==> src/rtl/step_seq_pkg.sv <==
// Shared types and default sizing for the step sequencer.
package step_seq_pkg;

  typedef enum logic {
    IDLE = 1'b0,
    RUN  = 1'b1
  } state_e;

  localparam int DEFAULT_WIDTH = 4;
  localparam int DEFAULT_LAST  = 15;

endpackage

==> src/rtl/step_inc.sv <==
// WIDTH-bit ripple-carry incrementer built from full-adder cells (b = 0, carry-in = 1).
module step_inc #(
  parameter int WIDTH = 4
) (
  input  logic [WIDTH-1:0] a,
  output logic [WIDTH-1:0] sum
);

  logic [WIDTH-1:0] carry;

  assign carry[0] = 1'b1;

  for (genvar i = 0; i < WIDTH; i++) begin : g_fa
    localparam logic B = 1'b0;
    assign sum[i] = a[i] ^ B ^ carry[i];
    // The top cell's carry-out is never formed, so the increment wraps modulo 2**WIDTH.
    if (i < WIDTH - 1) begin : g_carry
      assign carry[i+1] = (a[i] & B) | (a[i] & carry[i]) | (B & carry[i]);
    end
  end

endmodule

==> src/rtl/step_sequencer.sv <==
// Falling-edge step sequencer (IDLE/RUN) with stall, abort and optional auto-restart.
// Optional load/load_val ports are compiled in with STEP_SEQ_LOAD_EN.
module step_sequencer
  import step_seq_pkg::*;
#(
  parameter int WIDTH        = DEFAULT_WIDTH,
  parameter int LAST         = DEFAULT_LAST,
  parameter bit AUTO_RESTART = 1'b1
) (
  input  logic             clk,
  input  logic             reset,
  input  logic             start,
  input  logic             stall,
  input  logic             abort,
`ifdef STEP_SEQ_LOAD_EN
  input  logic             load,
  input  logic [WIDTH-1:0] load_val,
`endif
  output logic [WIDTH-1:0] step,
  output logic             running,
  output logic             last_step,
  output logic             done
);

  if (WIDTH < 1 || WIDTH > 31 || LAST <= 0 || LAST >= (1 << WIDTH)) begin : g_param_check
    $error("step_sequencer: LAST must satisfy 0 < LAST < 2**WIDTH");
  end

  localparam logic [WIDTH-1:0] LAST_V = WIDTH'(LAST);

  state_e           state_q, state_d;
  logic [WIDTH-1:0] step_q, step_d;
  logic             done_q, done_d;
  logic [WIDTH-1:0] step_plus1;

  step_inc #(.WIDTH(WIDTH)) u_step_inc (
    .a   (step_q),
    .sum (step_plus1)
  );

  always_comb begin
    // NOTE: every output of this block gets a default first, so no path can infer a latch.
    state_d = state_q;
    step_d  = step_q;
    done_d  = 1'b0;

    if (abort) begin
      state_d = IDLE;
      step_d  = '0;
`ifdef STEP_SEQ_LOAD_EN
    end else if (load) begin
      state_d = RUN;
      step_d  = (load_val > LAST_V) ? LAST_V : load_val;
`endif
    end else begin
      unique case (state_q)
        IDLE: begin
          if (start) begin
            state_d = RUN;
            step_d  = '0;
          end
        end
        RUN: begin
          if (stall) begin
            step_d = step_q;
          end else if (step_q == LAST_V) begin
            done_d  = 1'b1;
            step_d  = '0;
            state_d = AUTO_RESTART ? RUN : IDLE;
          end else begin
            step_d = step_plus1;
          end
        end
        default: begin
          state_d = IDLE;
          step_d  = '0;
        end
      endcase
    end
  end

  // Reset is synchronous and overrides every other input; progress is discarded without done.
  always_ff @(negedge clk) begin
    // NOTE: state registers use non-blocking assignments so all flops update from pre-edge values.
    if (reset) begin
      state_q <= IDLE;
      step_q  <= '0;
      done_q  <= 1'b0;
    end else begin
      state_q <= state_d;
      step_q  <= step_d;
      done_q  <= done_d;
    end
  end

  assign step      = step_q;
  assign running   = (state_q == RUN);
  assign last_step = running && (step_q == LAST_V);
  assign done      = done_q;

endmodule
==> config.mk <==
export PLATFORM = sky130hd
export DESIGN_NAME = step_sequencer
export DESIGN_NICKNAME = d
export VERILOG_FILES = /design/src/rtl/step_seq_pkg.sv /design/src/rtl/step_inc.sv /design/src/rtl/step_sequencer.sv
export SDC_FILE = /design/constraint.sdc
export NUM_CORES = 1
export LEC_CHECK = 0
export BUFFER_PORTS_ARGS = -buffer_cell sky130_fd_sc_hd__buf_2
export CAP_MARGIN = 15
export CORE_AREA = 2 2 39 41
export CTS_BUF_LIST = sky130_fd_sc_hd__clkbuf_2
export DETAILED_ROUTE_END_ITERATION = 6
export DIE_AREA = 0 0 41 43
export SYNTH_ARGS = -nofsm -noshare
export SYNTH_HDL_FRONTEND = slang
export SYNTH_HIERARCHICAL = 1
export SYNTH_SLANG_ARGS = --single-unit
==> constraint.sdc <==
create_clock -name clk -period 1.3 [get_ports clk]
set_clock_uncertainty 0.1 [all_clocks]
set_input_delay 0.26 -clock clk [delete_from_list [all_inputs] [get_ports clk]]
set_output_delay 0.26 -clock clk [all_outputs]
set_load 0.005 [all_outputs]
Yosys cells after proc, flatten, opt, wreduce, memory -nomap -nowiden. Cells that the tools add are included.

Register bits: 6. Output and inout bits: 7.

Equality and inequality tests: 3. Reductions and logical operators: 4. Bitwise gates (word level): 7. Multiplexer cells: 7.

Operators by type and width (number): $mux 4 (3); $pmux 4 s2 (1); $eq 4x4->1 const B (1); $ne 2x2->1 const B (2); $reduce_or 4->1 (1); $xor 1x1->1 (3); $and 1x1->1 (2); $mux 1 (2); $not 1->1 (2); $pmux 1 s2 (1); $reduce_and 2->1 (1); $reduce_or 2->1 (1); $logic_and 1x1->1 (1).

Longest topological paths before layout. Gate-level depths: netlist of the first run.

Depth after elaboration: 6. Depth in mapped cells: 5. Depth with buffers taken out: 5.

Modules after synthesis. The synthesis of the first run kept the hierarchy.

Modules (own cells, without submodules): step_sequencer (area each 266.5 um2, seq. area each 120.1 um2, cells each 28, instances 1); step_inc (area each 37.5 um2, seq. area each 0.0 um2, cells each 4, instances 1).

==> flow_metrics.py, run 1 <==
metrics = {
    "global_routing": {
        "grtUsageMet3": 0.0628,
        "grt_antenna_before_repair": 0,
        "grt_first_pass_wirelength_um": 1420,
        "grt_pass1_vias": 373,
        "grt.busiest_layer": "met2",
        "grtUsageMet2": 0.191,
        "grt_overflow": 0,
        "track_usage": 0.124,
        "grt_start_max_net_pins": 7,
        "gr-usage-met1": 0.123,
    },
    "sta": {
        "maxSlewViolCount": 0,
        "fin_ws_ps": -665,
        "maxSlewHeadroom": 0.877,
        "tightest_slew_ps": 184,
        "rsz0062_at_grt": "yes",
        "setup_violations": 12,
        "hold_viol": 0,
    },
    "min_path": {
        "hold_class": "register to register",
        "hp-start": "running$_SDFF_NP0_",
    },
    "worst_setup_path": {
        "crit_buf_inv": 1,
        "critPathLaunchType": "register",
        "cp_data_arrival_time_ps": 1610,
        "crit_family": "flip-flops",
        "regToRegStartpoint": "step[1]$_SDFFE_NP0P_",
        "cp_slowest_cell": "dfxtp_2",
        "slowest_delay_ps": 320,
        "cp_cell_sequence": "nand4_1, nor2_1, buf_2",
        "critPathRequiredTime_ps": 940,
        "critPathLaunch": "step[3]$_SDFFE_NP0P_",
        "path_max_fanout": 2,
        "end_kind": "output port",
        "critPathKind": "register to output port",
    },
    "floorplan": {
        "die_w_um": 41,
        "ios": 12,
        "die_h_um": 43,
        "start_util": 0.220,
        "coreArea_um2": 1380,
        "row_count": 14,
        "die_area_um2": 1760,
    },
    "place": {
        "gp_congestion": 0.701,
        "port-buffer-count": 11,
        "pre_cts_ws_ps": -478,
    },
    "drt": {
        "first_pass_iters": 4,
        "vias": 371,
        "wl_per_cell_um": 11.6,
        "routed_wl_um": 953,
        "drtIter0Drc": 5,
        "remaining_drc_errors": 0,
        "via_per_inst": 4.52,
        "ant_nets": 0,
    },
    "yosys": {
        "synthCells": 32,
        "synth_top_area_frac": 0.395,
        "ys.flop_type": "dfxtp_1",
        "syn_avg_cell_area_um2": 9.50,
        "ys_seq_elements": 6,
        "syn_area_um2": 304,
        "synth_most_common_cell": "dfxtp_1",
        "synth-edff-count": 0,
        "synth-warning-count": 6,
        "synth_nets": 39,
        "yosysTopAreaCell": "dfxtp_1",
        "async_flop_share": 0,
        "yosysSeqAreaShare": 0.395,
        "netlist-cell-type-count": 13,
        "yosys-top-cells-count": "6 x dfxtp_1, 4 x a21oi_1, 4 x nand4b_1, 4 x o21ai_0",
        "synth_area_leaders": "dfxtp_1 40%, nand4b_1 12%, ha_1 8.2%",
    },
    "finish": {
        "fin_nets": 75,
        "antenna_cells": 0,
        "drive_above_1_share": 0.742,
        "area_delta_synth_final_pct": 117,
        "fillers": 128,
        "fin_util": 0.477,
    },
    "cts": {
        "cts.reportedPaths.clkPinSlew_ps": 40,
        "cts-root-buf": "clkbuf_2",
        "numClockSinks": 6,
        "clock_latency_ps": 270,
        "cts_made_buffers": 3,
        "htreeDepth": 1,
        "clk_path_buf_depth": 2,
        "cts_tree": "built",
    },
    "pwr": {
        "total_power_uw": 447,
        "irDropWorstVdd_mv": 0.362,
        "leakagePower_uw": 0.000303,
        "power_density_nw_per_um2": 676,
    },
    "status": {
        "status": "finished with violations",
        "violations": "setup timing",
    },
    "run": {
        "drv_cap": 0,
    },
}
-- final cells by class --
cell class,count,area (um2),share of cell area
timing repair buffer,27,241,0.366
multi-input combinational,22,224,0.339
sequential,6,130,0.197
clock inverter,6,22.5,0.0341
tap,16,20.0,0.0303
clock buffer,3,15.0,0.0227
inverter,2,7.51,0.0114
-- worst paths after layout --
kind,to,slack [ps],cells past startpoint
worst max-delay path,last_step,-670,3
worst min-delay path,done$_SDFF_NP0_,490,3
worst max register to register,step[3]$_SDFFE_NP0P_,-190,8
worst min register to register,done$_SDFF_NP0_,490,3
-- logic make-up after synthesis --
group / Yosys count / share of synthesized area
buffers and inverters: 4 / 0.0741
AOI/OAI and AO/OA: 8 / 0.132
adders and majority gates: 2 / 0.0823
and+or+nand+nor: 11 / 0.288
DFF: 6 / 0.395
xor gates and xnor gates: 1 / 0.0288
-- placed cells by master (no fill, tap or decap), drive strengths merged --
cell type,n
inv,8
nand4b,4
clkbuf,3
nand4,1
o21ai,4
and2,1
buf,27
a21oi,4
nor4,1
dfxtp,6
nor2,3
or2,1
xor2,1
ha,2
-- where the power goes --
part	leakage (uW)	internal, uW	switching, uW	total (uW)
logic	0.000207	32.1	25.7	57.8
clock network	0.0000444	87.2	114	201
registers	0.0000518	186	1.59	188
total	0.000303	306	141	447
-- state kept, by name, summed over array words and instances (netlist names) --
| name | count |
|---|---|
| step | 4 |
| done | 1 |
| running | 1 |
-- worst min-delay path: stages, from the launching register on --
cell and delay [ps]:
dfxtp_4 340, inv_1 70, buf_4 110, nor4_4 30
-- per-stage QoR --
stage	hold slack, ps	cells	TNS (ps)	cell area [um2]
2_1_floorplan	382	32	-2090	325
3_3_place_gp	473	67	-4050	457
3_5_place_dp	482	67	-4060	457
4_1_cts	491	78	-3970	603
5_1_grt	508	82	-4960	661
6_report	491	82	-4420	661
-- routing by layer --
layer  share of wire  vias up  wire [um]
met5               0        -          0
met2            0.53       16        501
met3           0.089        0         85
li1                -      182          -
met4               0        0          0
met1            0.39      173        367
-- what timing repair did --
action / 4_1_cts / 5_1_grt
setup buffers: 3 / 5
gates resized for setup: 20 / 7
pin swaps: 9 / 2
gates cloned: 0 / 0
setup endpoints to repair: 13 / 13
hold buffers: 0 / 0
Note: power is estimated with default switching activity, not from simulation.
==> run 2: changes to the inputs <==
==> constraint.sdc (replaced) <==
create_clock -name clk -period 1.3 [get_ports clk]
set_clock_uncertainty 0.1 [all_clocks]
set_input_delay 0.13 -clock clk [delete_from_list [all_inputs] [get_ports clk]]
set_output_delay 0.13 -clock clk [all_outputs]
set_load 0.005 [all_outputs]
==> run 2 against run 1 <==
The run still ends with setup timing left. Cell count is the same. Largest power group unchanged. Worst setup slack improved by 120 ps. Wire length is 14% lower. Clock-buffer cell count unchanged. Sequential power hardly changed. Die area unchanged. Register-to-register slack lost 150 ps. Final area is 8.0% lower. Highest routed layer unchanged.
==> flow_metrics.py, run 2 (same netlist as run 1, synthesis figures left out) <==
metrics = {
    "status": {
        "status": "finished with violations",
        "violations": "setup timing",
    },
    "sta": {
        "whs_ps": 467,
        "setup_violations": 10,
        "fin_ws_ps": -548,
        "hold_viol": 0,
        "rsz0062_at_grt": "yes",
        "tightest_slew_ps": 169,
        "maxSlewViolCount": 0,
        "maxSlewHeadroom": 0.887,
    },
    "finish": {
        "largest_reg_flops": 4,
        "area_delta_synth_final_pct": 100,
        "final_cell_mix": "12 x buf_4, 8 x inv_1, 8 x buf_2",
        "fin_nets": 75,
        "antenna_cells": 0,
        "final_common_cell": "buf_4",
        "drive_above_1_share": 0.667,
    },
    "floorplan": {
        "start_util": 0.220,
        "coreArea_um2": 1380,
        "die_area_um2": 1760,
        "row_count": 14,
        "ios": 12,
        "die_h_um": 43,
        "die_w_um": 41,
    },
    "drt": {
        "via_per_inst": 4.27,
        "first_pass_iters": 2,
        "routed_wl_um": 819,
        "vias": 350,
        "drtIter0Drc": 2,
        "wl_per_cell_um": 9.99,
        "ant_nets": 0,
        "remaining_drc_errors": 0,
    },
    "global_routing": {
        "grt_pass1_vias": 350,
        "track_usage": 0.114,
        "grt_antenna_before_repair": 0,
        "grtUsageMet2": 0.159,
        "grt_first_pass_wirelength_um": 1300,
        "gr-usage-met1": 0.113,
        "grt_start_max_net_pins": 7,
        "grt_overflow": 0,
        "grtUsageMet3": 0.0942,
        "grt.busiest_layer": "met2",
    },
    "cts": {
        "numClockSinks": 6,
        "clk_path_buf_depth": 2,
        "cts_tree": "built",
        "cts.reportedPaths.clkPinSlew_ps": 50,
        "cts_made_buffers": 3,
        "ctsHoldBuffers": 0,
        "clock_latency_ps": 270,
        "htreeDepth": 1,
        "cts-root-buf": "clkbuf_2",
    },
    "pwr": {
        "leakagePower_uw": 0.000291,
        "power_density_nw_per_um2": 707,
        "irDropWorstVdd_mv": 0.369,
    },
    "place": {
        "gp_congestion": 0.816,
        "pre_cts_ws_ps": -344,
        "port-buffer-count": 11,
        "hpwlAfterDp_um": 557,
    },
    "worst_setup_path": {
        "critPathKind": "register to output port",
        "cp_data_arrival_time_ps": 1620,
        "critPathLaunchType": "register",
        "end_kind": "output port",
        "path_max_fanout": 2,
        "critPathRequiredTime_ps": 1070,
    },
    "min_path": {
        "hold_class": "register to register",
    },
    "run": {
        "drv_cap": 0,
    },
}
## run 2: changes by cell type in the layout (fill, tap and decap cells not counted), moves of 2 or more
cell / previous run / this run
buf_6: 13 / 7
buf_2: 4 / 8
o21ai_2: 3 / 0
buf_4: 10 / 12
o21ai_1: 1 / 3
## run 2: final timing paths
path | start | end | slack (ps) | cells after the start
min reg2reg | running$_SDFF_NP0_ | done$_SDFF_NP0_ | 470 | 3
min | running$_SDFF_NP0_ | done$_SDFF_NP0_ | 470 | 3
max | step[2]$_SDFFE_NP0P_ | last_step | -550 | 3
max reg2reg | step[1]$_SDFFE_NP0P_ | step[3]$_SDFFE_NP0P_ | -340 | 9
## run 2: worst max-delay path: stages (launching register included)
cell and delay [ps]:
dfxtp_2 320, nand4_1 140, nor2_1 110, buf_2 120
## run 2: cell type report
cell class              instances  area [um2]
clock buffers                   3        15.0
clock inverters                 6        22.5
fillers                       144         776
inverters                       2        7.51
multi-input cells              22         208
flip-flops and latches          6         126
well taps                      16        20.0
repair buffers                 27         209
## run 2: per-layer routing
metal | up-vias | wire [um]
met5 | - | 0
met4 | 0 | 0
met3 | 0 | 54
met2 | 12 | 421
met1 | 156 | 343
li1 | 182 | -
## run 2: timing repair
item / 4_1_cts / 5_1_grt
setup buffers: 3 / 5
endpoints found under the setup margin: 10 / 10
pin swaps: 10 / 1
gates resized for setup: 12 / 3
## run 2: per-stage QoR
stage | cell area [um2] | cells | power (uW) | util | TNS (ps)
3_3_place_gp | 452 | 67 | 262 | 0.326 | -2270
3_5_place_dp | 452 | 67 | 262 | 0.326 | -2370
5_1_grt | 608 | 82 | 485 | 0.439 | -4050
4_1_cts | 567 | 78 | 438 | 0.410 | -3260
6_report | 608 | 82 | 430 | 0.439 | -3560
2_1_floorplan | 320 | 32 | 243 | - | -946
## run 2: power by group
| group | internal (uW) | switching, uW | total, uW |
|---|---|---|---|
| sequential | 188 | 1.27 | 189 |
| combinational | 20.8 | 18.6 | 39.4 |
| clock | 87.3 | 114 | 202 |
==> run 3: changes to the inputs <==
ABC_AREA = 1   (was not set)
SYNTH_HIERARCHICAL = not set   (was 1)
==> run 3 against run 2 <==
Flip-flop and latch count unchanged. Synthesized cell count increased by 22%. Synthesized area is 6.6% higher. Critical path type unchanged. Clock-buffer cell count is the same. Critical path depth increased by 1. Cell count up 4.9%. Largest power group unchanged. First-iteration DRC count rose to 2.5 times the previous value. Sequential power down 2%. Register-to-register slack better by 260 ps. Global-route usage down 0.089 points. The run still ends with setup timing left. Final area is 2.5% lower.
==> flow_metrics.py, run 3 <==
metrics = {
    "drt": {
        "via_per_inst": 4.17,
        "first_pass_iters": 4,
        "remaining_drc_errors": 0,
        "ant_nets": 0,
        "vias": 359,
        "routed_wl_um": 835,
        "drtIter0Drc": 5,
        "wl_per_cell_um": 9.71,
    },
    "yosys": {
        "synth_top_area_frac": 0.371,
        "yosysTopAreaCell": "dfxtp_1",
        "synth_most_common_cell": "dfxtp_1",
        "synthCells": 39,
        "ys_seq_elements": 6,
        "netlist-cell-type-count": 13,
        "async_flop_share": 0,
        "syn_area_um2": 324,
        "syn_avg_cell_area_um2": 8.31,
        "ys.flop_type": "dfxtp_1",
        "yosysSeqAreaShare": 0.371,
        "synth-warning-count": 0,
        "synth_nets": 46,
        "synth-edff-count": 0,
        "yosys-top-cells-count": "6 x dfxtp_1, 5 x nand2_1, 4 x a21oi_1, 4 x nor2_1",
        "synth_area_leaders": "dfxtp_1 37%, nand3_2 9.3%, ha_1 7.7%",
    },
    "worst_setup_path": {
        "cp_data_arrival_time_ps": 1640,
        "worst_r2r_path_depth": 7,
        "end_kind": "output port",
        "critPathLaunchType": "register",
        "path_max_fanout": 2,
        "critPathKind": "register to output port",
        "critPathRequiredTime_ps": 1070,
    },
    "floorplan": {
        "die_w_um": 41,
        "die_h_um": 43,
        "start_util": 0.234,
        "die_area_um2": 1760,
        "coreArea_um2": 1380,
        "ios": 12,
        "row_count": 14,
    },
    "global_routing": {
        "grt_overflow": 0,
        "track_usage": 0.113,
        "grt_pass1_vias": 350,
        "grt_start_max_net_pins": 7,
        "grt_antenna_before_repair": 0,
        "grt_first_pass_wirelength_um": 1270,
    },
    "finish": {
        "final_common_cell": "buf_4",
        "regArea_um2": 131,
        "final_cell_mix": "10 x buf_4, 8 x inv_1, 7 x buf_2",
        "largest_reg_flops": 4,
        "fillers": 152,
        "multi_input_area_um2": 211,
        "antenna_cells": 0,
        "area_delta_synth_final_pct": 83.0,
        "fin_nets": 79,
        "drive_above_1_share": 0.657,
    },
    "cts": {
        "cts_made_buffers": 3,
        "cts-root-buf": "clkbuf_2",
        "htreeDepth": 1,
        "clock_latency_ps": 280,
        "clk_path_buf_depth": 2,
        "cts_tree": "built",
        "numClockSinks": 6,
        "cts.reportedPaths.clkPinSlew_ps": 30,
    },
    "place": {
        "port-buffer-count": 11,
        "hpwlAfterDp_um": 548,
        "gp_congestion": 0.694,
    },
    "pwr": {
        "irDropWorstVdd_mv": 0.455,
        "leakagePower_uw": 0.000294,
        "power_density_nw_per_um2": 739,
    },
    "sta": {
        "tightest_slew_ps": 153,
        "hold_viol": 0,
        "setup_violations": 9,
        "maxSlewViolCount": 0,
        "fin_ws_ps": -567,
        "timing.setup.tns_ps": -2970,
        "rsz0062_at_grt": "yes",
        "whs_ps": 496,
        "maxSlewHeadroom": 0.898,
    },
    "min_path": {
        "hold_class": "register to register",
        "holdPathStages": 3,
    },
    "run": {
        "drv_cap": 0,
    },
    "status": {
        "status": "finished with violations",
        "violations": "setup timing",
    },
}
[run 3: cell count changes after synthesis, moves of 2 or more]
cell      previous run  this run
inv_2                0         2
nand2_1              0         5
nand2_2              0         3
nand3_1              0         3
nand3_2              0         3
nand4b_1             4         0
nor2_4               0         2
o21ai_0              4         0
[run 3: worst max-delay path, cell delays in order, from the launching register on]
cell	delay, ps
dfxtp_2	340
ha_4	150
nand3_4	60
nor2_2	70
buf_2	100
[run 3: kinds of logic after synthesis]
logic type	Yosys count	share of synthesized area
compound gates	5	0.0888
fa+ha+maj	2	0.0772
buf+inv	5	0.0579
flops	6	0.371
simple gates	21	0.405
[run 3: metrics by stage]
step / power (uW) / cell area [um2] / utilization / worst slack, ps / cells
after floorplan: 250 / 349 / - / -294 / 39
final: 438 / 593 / 0.429 / -567 / 86
after global placement: 270 / 477 / 0.344 / -331 / 73
after global routing: 467 / 593 / 0.429 / -618 / 86
after CTS: 451 / 548 / 0.396 / -589 / 82
after detailed placement: 270 / 477 / 0.344 / -334 / 73
[run 3: what timing repair did]
item / in CTS / in global routing
pin swaps: 3 / 1
setup endpoints to repair: 7 / 7
setup buffers: 1 / 4
hold buffers: 0 / 0
resized for setup: 8 / 4
[run 3: cell type report]
type / count / share of cell area
well taps: 16 / 0.0338
clock inverters: 6 / 0.0380
clock buffers: 3 / 0.0253
inverters: 4 / 0.0253
flip-flops and latches: 6 / 0.222
repair buffers: 23 / 0.300
multi-input cells: 28 / 0.357
[run 3: worst paths after layout]
check	from	slack, ps	end
setup / recovery	step[0]$_SDFFE_NP0P_	-570	last_step
hold / removal	step[1]$_SDFFE_NP0P_	500	step[1]$_SDFFE_NP0P_
setup reg to reg	step[2]$_SDFFE_NP0P_	-80	step[3]$_SDFFE_NP0P_
hold reg to reg	step[1]$_SDFFE_NP0P_	500	step[1]$_SDFFE_NP0P_
[run 3: per-layer routing]
metal / GRT usage / part of all wire / up-vias
li1: - / - / 188
met1: 0.123 / 0.41 / 159
met2: 0.147 / 0.53 / 10
met3: 0.0471 / 0.051 / 2
met4: 0.120 / 0.0096 / 0
met5: 0 / 0 / -
[run 3: power by group]
part	internal [uW]	switching, uW	total (uW)
Combinational	22.4	27.6	50.0
Sequential	184	1.59	185
Clock	87.2	116	203
Total	293	145	438
